--- src/rtl/key_debounce8.sv ---
// Synchronise, debounce and edge-detect eight active-low key lines for the priority encoder.
// Define KEY_REPEAT_EN to add auto-repeat press strobes while keys stay held.
module key_debounce8 #(
    parameter int TICK_DIV     = 50000,
    parameter int STABLE_TICKS = 4,
    parameter int REPEAT_TICKS = 250
) (
    input  logic       clk,
    input  logic       rst_n,
    input  logic [7:0] key_raw_n,
    input  logic       en_n,
    output logic [7:0] key_n,
    output logic       enc_sel_n,
    output logic       press_pulse,
    output logic       release_pulse,
    output logic [7:0] press_mask
);

    localparam int              DIV_W       = (TICK_DIV > 1) ? $clog2(TICK_DIV) : 1;
    localparam logic [DIV_W-1:0] DIV_LAST   = DIV_W'(TICK_DIV - 1);
    localparam logic [3:0]      STABLE_LAST = 4'(STABLE_TICKS - 1);

    if (TICK_DIV < 1 || STABLE_TICKS < 1 || STABLE_TICKS > 15 || REPEAT_TICKS < 1) begin : g_bad_params
        $error("key_debounce8: parameter out of range");
    end

    logic [7:0]       sync1_q;
    logic [7:0]       sync_n_q;
    logic             en1_q;
    logic             enc_sel_n_q;
    logic [DIV_W-1:0] div_q;
    logic             tick;
    logic [3:0]       cnt_q [8];
    logic [3:0]       cnt_d [8];
    logic [7:0]       key_n_q;
    logic [7:0]       key_n_d;
    logic [7:0]       key_prev_q;
    logic [7:0]       fall;
    logic [7:0]       rise;
    logic             rpt_strobe;
    logic [7:0]       rpt_mask;
    logic             press_pulse_q;
    logic             release_pulse_q;
    logic [7:0]       press_mask_q;

    assign tick = (div_q == DIV_LAST);

    always_comb begin
        key_n_d = key_n_q;
        cnt_d   = cnt_q;
        if (tick) begin
            for (int i = 0; i < 8; i++) begin
                if (sync_n_q[i] == key_n_q[i]) begin
                    cnt_d[i] = 4'd0;
                end else if (cnt_q[i] == STABLE_LAST) begin
                    key_n_d[i] = sync_n_q[i];
                    cnt_d[i]   = 4'd0;
                end else begin
                    cnt_d[i] = cnt_q[i] + 4'd1;
                end
            end
        end
    end

    always_ff @(posedge clk or negedge rst_n) begin
        if (!rst_n) begin
            sync1_q     <= 8'hFF;
            sync_n_q    <= 8'hFF;
            en1_q       <= 1'b1;
            enc_sel_n_q <= 1'b1;
            div_q       <= '0;
            key_n_q     <= 8'hFF;
            for (int i = 0; i < 8; i++) begin
                cnt_q[i] <= 4'd0;
            end
        end else begin
            sync1_q     <= key_raw_n;
            sync_n_q    <= sync1_q;
            en1_q       <= en_n;
            enc_sel_n_q <= en1_q;
            div_q       <= tick ? '0 : div_q + DIV_W'(1);
            key_n_q     <= key_n_d;
            cnt_q       <= cnt_d;
        end
    end

    // Edges are taken against a one-cycle-old copy so strobes trail key_n by exactly one cycle.
    assign fall = key_prev_q & ~key_n_q;
    assign rise = ~key_prev_q & key_n_q;

`ifdef KEY_REPEAT_EN
    localparam int               RPT_W    = (REPEAT_TICKS > 1) ? $clog2(REPEAT_TICKS) : 1;
    localparam logic [RPT_W-1:0] RPT_LAST = RPT_W'(REPEAT_TICKS - 1);

    logic [RPT_W-1:0] rpt_cnt_q;
    logic             rpt_run_q;
    logic             rpt_hit_q;
    logic             fall_now;

    // Counting restarts at the tick a key falls, so repeats land REPEAT_TICKS ticks after the first strobe.
    assign fall_now = |(key_n_q & ~key_n_d);

    always_ff @(posedge clk or negedge rst_n) begin
        if (!rst_n) begin
            rpt_cnt_q <= '0;
            rpt_run_q <= 1'b0;
            rpt_hit_q <= 1'b0;
        end else begin
            rpt_hit_q <= 1'b0;
            if (key_n_d == 8'hFF) begin
                rpt_cnt_q <= '0;
                rpt_run_q <= 1'b0;
            end else if (fall_now) begin
                rpt_cnt_q <= '0;
                rpt_run_q <= ~enc_sel_n_q;
            end else if (tick && rpt_run_q) begin
                if (rpt_cnt_q == RPT_LAST) begin
                    rpt_cnt_q <= '0;
                    rpt_hit_q <= ~enc_sel_n_q;
                end else begin
                    rpt_cnt_q <= rpt_cnt_q + RPT_W'(1);
                end
            end
        end
    end

    assign rpt_strobe = rpt_hit_q && (key_n_q != 8'hFF);
    assign rpt_mask   = rpt_strobe ? ~key_n_q : 8'h00;
`else
    assign rpt_strobe = 1'b0;
    assign rpt_mask   = 8'h00;
`endif

    // Gate on en1_q, the value enc_sel_n takes this edge, so strobes never overlap a disabled cycle.
    always_ff @(posedge clk or negedge rst_n) begin
        if (!rst_n) begin
            key_prev_q      <= 8'hFF;
            press_pulse_q   <= 1'b0;
            release_pulse_q <= 1'b0;
            press_mask_q    <= 8'h00;
        end else begin
            key_prev_q      <= key_n_q;
            press_pulse_q   <= ~en1_q & ((|fall) | rpt_strobe);
            release_pulse_q <= ~en1_q & (|rise);
            press_mask_q    <= en1_q ? 8'h00 : (fall | rpt_mask);
        end
    end

    assign key_n         = key_n_q;
    assign enc_sel_n     = enc_sel_n_q;
    assign press_pulse   = press_pulse_q;
    assign release_pulse = release_pulse_q;
    assign press_mask    = press_mask_q;

endmodule

--- config.mk ---
export PLATFORM = sky130hd
export DESIGN_NAME = key_debounce8
export DESIGN_NICKNAME = d
export VERILOG_FILES = /design/src/rtl/key_debounce8.sv
export SDC_FILE = /design/constraint.sdc
export NUM_CORES = 1
export LEC_CHECK = 0
export BUFFER_PORTS_ARGS = -buffer_cell sky130_fd_sc_hd__buf_4
export CORE_ASPECT_RATIO = 1.5
export CORE_MARGIN = 4
export CORE_UTILIZATION = 50
export DETAILED_ROUTE_END_ITERATION = 12
export PLACE_DENSITY = 0.68
export SLEW_MARGIN = 25
export SYNTH_ARGS = -nofsm -noshare
export SYNTH_HDL_FRONTEND = slang
export SYNTH_SLANG_ARGS = --single-unit
--- constraint.sdc ---
create_clock -name clk -period 3.9 [get_ports clk]
set_input_delay 0.195 -clock clk [delete_from_list [all_inputs] [get_ports clk]]
set_output_delay 0.195 -clock clk [all_outputs]
set_load 0.05 [all_outputs]
======== After elaboration in Yosys (flattened, before gate mapping) ========
Cells that the tools add are included.
storage, ports and cells
  flip-flop bits (word level) ............. 92
  input port bits ......................... 11
cells by class
  muxes and demuxes ....................... 18
  bitwise operators ....................... 15
  equality and inequality tests ........... 17
  add/subtract/negate cells ............... 9
  reductions and logical operators ........ 10
operator list
  cell                   count
  $mux 4                 16
  $add 4x1->4 const B    8
  $eq 4x2->1 const B     8
  $reduce_and 3->1       8
  $add 16x1->16 const B  1
  $and 8x8->8            2
  $eq 16x16->1 const B   1
  $mux 16                1
  $not 8->8              2
  $reduce_or 8->1        2
  $not 1->1              9
  $eq 1x1->1             8
  $mux 8                 1
  $and 1x1->1            2

======== Longest topological paths before layout ========
  word-level depth ........................ 4
  depth in mapped cells ................... 7

======== Worst setup path after synthesis ========
No wires, ideal clock.
  path kind ............................... register -> register
  from .................................... register div_q[0]
  to ...................................... register div_q[10]
  period minus slack after synthesis ...... 1.733 ns
  library setup time ...................... 0.066 ns
  required time ........................... 3.834 ns
  cell stages (with the launch flop) ...... 7
  arrival time ............................ 1.667 ns
  setup slack ............................. 2.167 ns
  path buffers ............................ 1
  cells stage by stage .................... dfrtp_1 ha_1 and3_1 and4_4 buf_6 or4_1 nand2_1
between the ends
  cells in the longest elaborated chain, start to end .. 2
  elaborated cells between the ends (all ways) .. 3
ends and longest elaborated chain
  element                                               RTL line  text
  start, declared                                       31        logic [DIV_W-1:0] div_q;
  start signal, assigned                                81        div_q <= tick ? '0 : div_q + DIV_W'(1);
  $add 16x1->16 / $eq 16x16->1 (equally long branches)  81, 46
  $mux 16 (*)                                           81
Every way passes the cells marked *; elsewhere a longest branch is shown, timed or not.
A chain may end at the register's enable or synchronous reset.

======== Worst setup path after layout ========
  from .................................... register div_q[0]
  to ...................................... register cnt_q[22] (netlist bit)
between the ends
  cells in the longest elaborated chain, start to end .. 1
ends and longest elaborated chain
  element               RTL line  text
  $eq 16x16->1          46        assign tick = (div_q == DIV_LAST);
  end signal, assigned  83        cnt_q <= cnt_d;
  end, declared         33        logic [3:0] cnt_q [8];
Every way passes these cells.

==> flow_metrics.py <==
metrics = {
    "synth": {
        "synthesis.instances": 337,
        "synth_common_cells": "dfrtp_1, nand2_1, dfstp_2, o21ai_0, nand3_1",
        "yosys.area.top_type_share_pct": 37.2,
        "synthDistinctLibCells": 38,
        "syn_area_um2": 3900,
        "synthTopCellsByArea": "dfrtp_1, dfstp_2, nand2_1",
        "syn_avg_cell_area_um2": 11.6,
        "syn_nets": 357,
        "synth_seq_cells": 92,
        "ys.flop_type": "dfrtp_1",
        "yosysMostFrequentCell": "dfrtp_1",
        "synth_edf_count": 0,
        "yosysSeqAreaShare_pct": 60.2,
        "synth_top_cell_by_area": "dfrtp_1",
        "yosysWarnings": 0,
        "synthArstFlopShare_pct": 100,
    },
    "cts": {
        "cts_buffer_depth": 2,
        "clkTransAtPathRegs_ns": 0.06,
        "clock-root-buffer": "clkbuf_16",
        "cts_num_sinks": 92,
        "cts_made_buffers": 9,
        "clk_latency_ns": 0.34,
        "ctsHtreeMaxLevel": 3,
        "cts_tree": "yes",
    },
    "cells_and_area": {
        "nets": 400,
        "fill_cells": 626,
        "area_delta_synth_final_pct": 19.0,
        "drive_above_1_share_pct": 24.4,
        "antenna_cells": 0,
    },
    "global_routing": {
        "grt_overflow": 0,
        "grt_pass1_vias": 2685,
        "grt_max_degree": 61,
        "grt_pass1_wl_um": 12500,
        "antenna_found_initial": 0,
        "grt_usage_pct": 17.7,
    },
    "worst_setup_path": {
        "cp-startpoint": "div_q[0]$_DFF_PN0_",
        "timing.rr.start": "div_q[0]$_DFF_PN0_",
        "rr_endpoint": "cnt_q[22]$_DFFE_PN0N_",
        "slowest_delay_ns": 0.47,
        "crit_top_cell": "o21ai_0",
        "cp_cell_sequence": "ha_1 > and3_1 > nand4_1 > buf_4 > o21ai_0 > o21ai_0",
        "crit_fanout": 19,
        "critPathKind": "register to register",
        "slowest_stage": "nand4_1",
        "worstRegToRegCells": 6,
        "worst-endpoint-arrival_ns": 2.40,
        "cp_data_required_time_ns": 4.12,
        "endpoint_kind": "register",
        "startpoint_type": "register",
        "r2r_slack_ns": 1.72,
    },
    "detailed_routing": {
        "dr.pass1.iters": 4,
        "num_vias": 2603,
        "dr.first_iter.drc_count": 143,
        "wl_um": 7210,
        "vias_per_cell": 5.34,
        "routedWlPerCell_um": 14.8,
        "ant_nets": 0,
        "drc": 0,
    },
    "min_path": {
        "min-delay-start": "sync1_q[3]$_DFF_PN1_",
        "holdPathStages": 0,
        "holdPathEnd": "sync_n_q[3]$_DFF_PN1_",
        "min-delay-path-class": "register to register",
    },
    "timing": {
        "clock_skew_ns": 0.00942,
        "post-route-period-util_pct": 55.8,
        "hold_violations": 0,
        "period_minus_slack_ns": 2.18,
        "slew_headroom_pct": 51.8,
        "slew_viol_final": 0,
        "timing.fmax_mhz": 459,
        "setup_viol": 0,
        "worst_slew_pin_slew_ns": 0.724,
        "setup_slack_ns": 1.72,
        "rsz0062_at_grt": "no",
        "fin_tns_setup_ns": 0,
    },
    "floorplan": {
        "ioPinCount": 30,
        "die_w_um": 80.1,
        "design.core.area_um2": 7610,
        "num_rows": 39,
        "fp.dieArea_um2": 9300,
        "die_y_um": 116,
        "initial_core_util_pct": 51.2,
    },
    "pwr": {
        "ir_drop_v": 0.000274,
        "power.density_nw_per_um2": 426,
        "p_leak_nw": 2.06,
        "power_w": 0.00198,
    },
    "run": {
        "cap_violations": 0,
    },
    "place": {
        "place.detailed.hpwl_um": 4860,
        "pre_cts_slack_ns": 1.68,
        "gp_congestion": 0.834,
        "portBuffers": 29,
    },
    "run_status": {
        "status": "complete, no violations",
    },
}
layer usage:
metal	part of all wire [%]	GRT usage, %	up-vias
met5	0	0	-
met4	3.0	9.13	0
met3	3.4	5.40	18
met2	52	29.1	41
met1	42	20.9	1257
li1	-	-	1287
state kept, by name, indices dropped and copies added, names as in the netlist, 8 cells and up:
signal and flops:
sync_n_q 8, sync1_q 8, press_mask 8, div_q 16, key_prev_q 8, key_n 8, cnt_q 32
critical path, delay by kind of cell (launching register included):
family | cells | cell delay, ns
DFF | 1 | 0.38
buffers and inverters | 1 | 0.41
and+or+nand+nor | 2 | 0.70
AOI/OAI and AO/OA | 2 | 0.30
adders and majority gates | 1 | 0.25
how the worst max path moves through the flow:
stage | endpoint | cells past startpoint
2_1_floorplan | div_q[10]$_DFF_PN0_ | 6
3_3_place_gp | cnt_q[14]$_DFFE_PN0N_ | 6
3_5_place_dp | cnt_q[22]$_DFFE_PN0N_ | 6
4_1_cts | cnt_q[22]$_DFFE_PN0N_ | 6
5_1_grt | cnt_q[19]$_DFFE_PN0N_ | 6
6_report | cnt_q[22]$_DFFE_PN0N_ | 6
layout by cell type, fill, tap and decap left out, types with 11 or more instances in the layout:
cell     synthesis  routed
o31ai_1         15      15
nor3b_1         15      15
nand3_1         21      21
dfrtp_1         58      58
xor2_1          14      14
nand2_1         37      37
o21ai_0         23      23
nor2_1          11      11
buf_4            1      31
dfstp_2         34      34
layout make-up:
type                       count  area (um^2)  area share, %
clock buffer                  11          253           5.45
clock inverter                 5         83.8           1.81
inverter                      10         37.5          0.809
multi-input combinational    226         1460           31.5
sequential                    92         2340           50.5
tap                          102          128           2.75
timing repair buffer          41          333           7.17
power by group:
part | switching, W | internal [W]
clock network | 0.000354 | 0.000597
registers | 0.00000672 | 0.000972
logic | 0.0000276 | 0.0000195
total | 0.000388 | 0.00159
stage by stage:
stage	cells	hold WS [ns]	area [um^2]	utilization (%)
after floorplan	337	-0.101	3900	-
after global placement	461	0.300	4200	55.2
after detailed placement	461	0.301	4200	55.2
after CTS	487	0.356	4640	60.9
after global routing	487	0.357	4640	60.9
final	487	0.355	4640	60.9
kinds of logic (layout without fill, tap and decap cells):
family,after synthesis,count (layout),synth area share [%]
XOR/XNOR,20,20,4.49
buffers and inverters,19,67,2.38
AND/OR/NAND/NOR,130,130,18.9
flip-flops,92,92,60.2
adder cells (fa/ha/maj),9,9,2.89
AO/OA/AOI/OAI,67,67,11.2
timing repair:
| item | in CTS | in global routing |
|---|---|---|
| hold buffers | 10 | 0 |
| gates resized for setup | 0 | 0 |
| setup buffers | 0 | 0 |
| endpoints found under the hold margin | 50 | 0 |
Power figures use the tool's default switching activity.
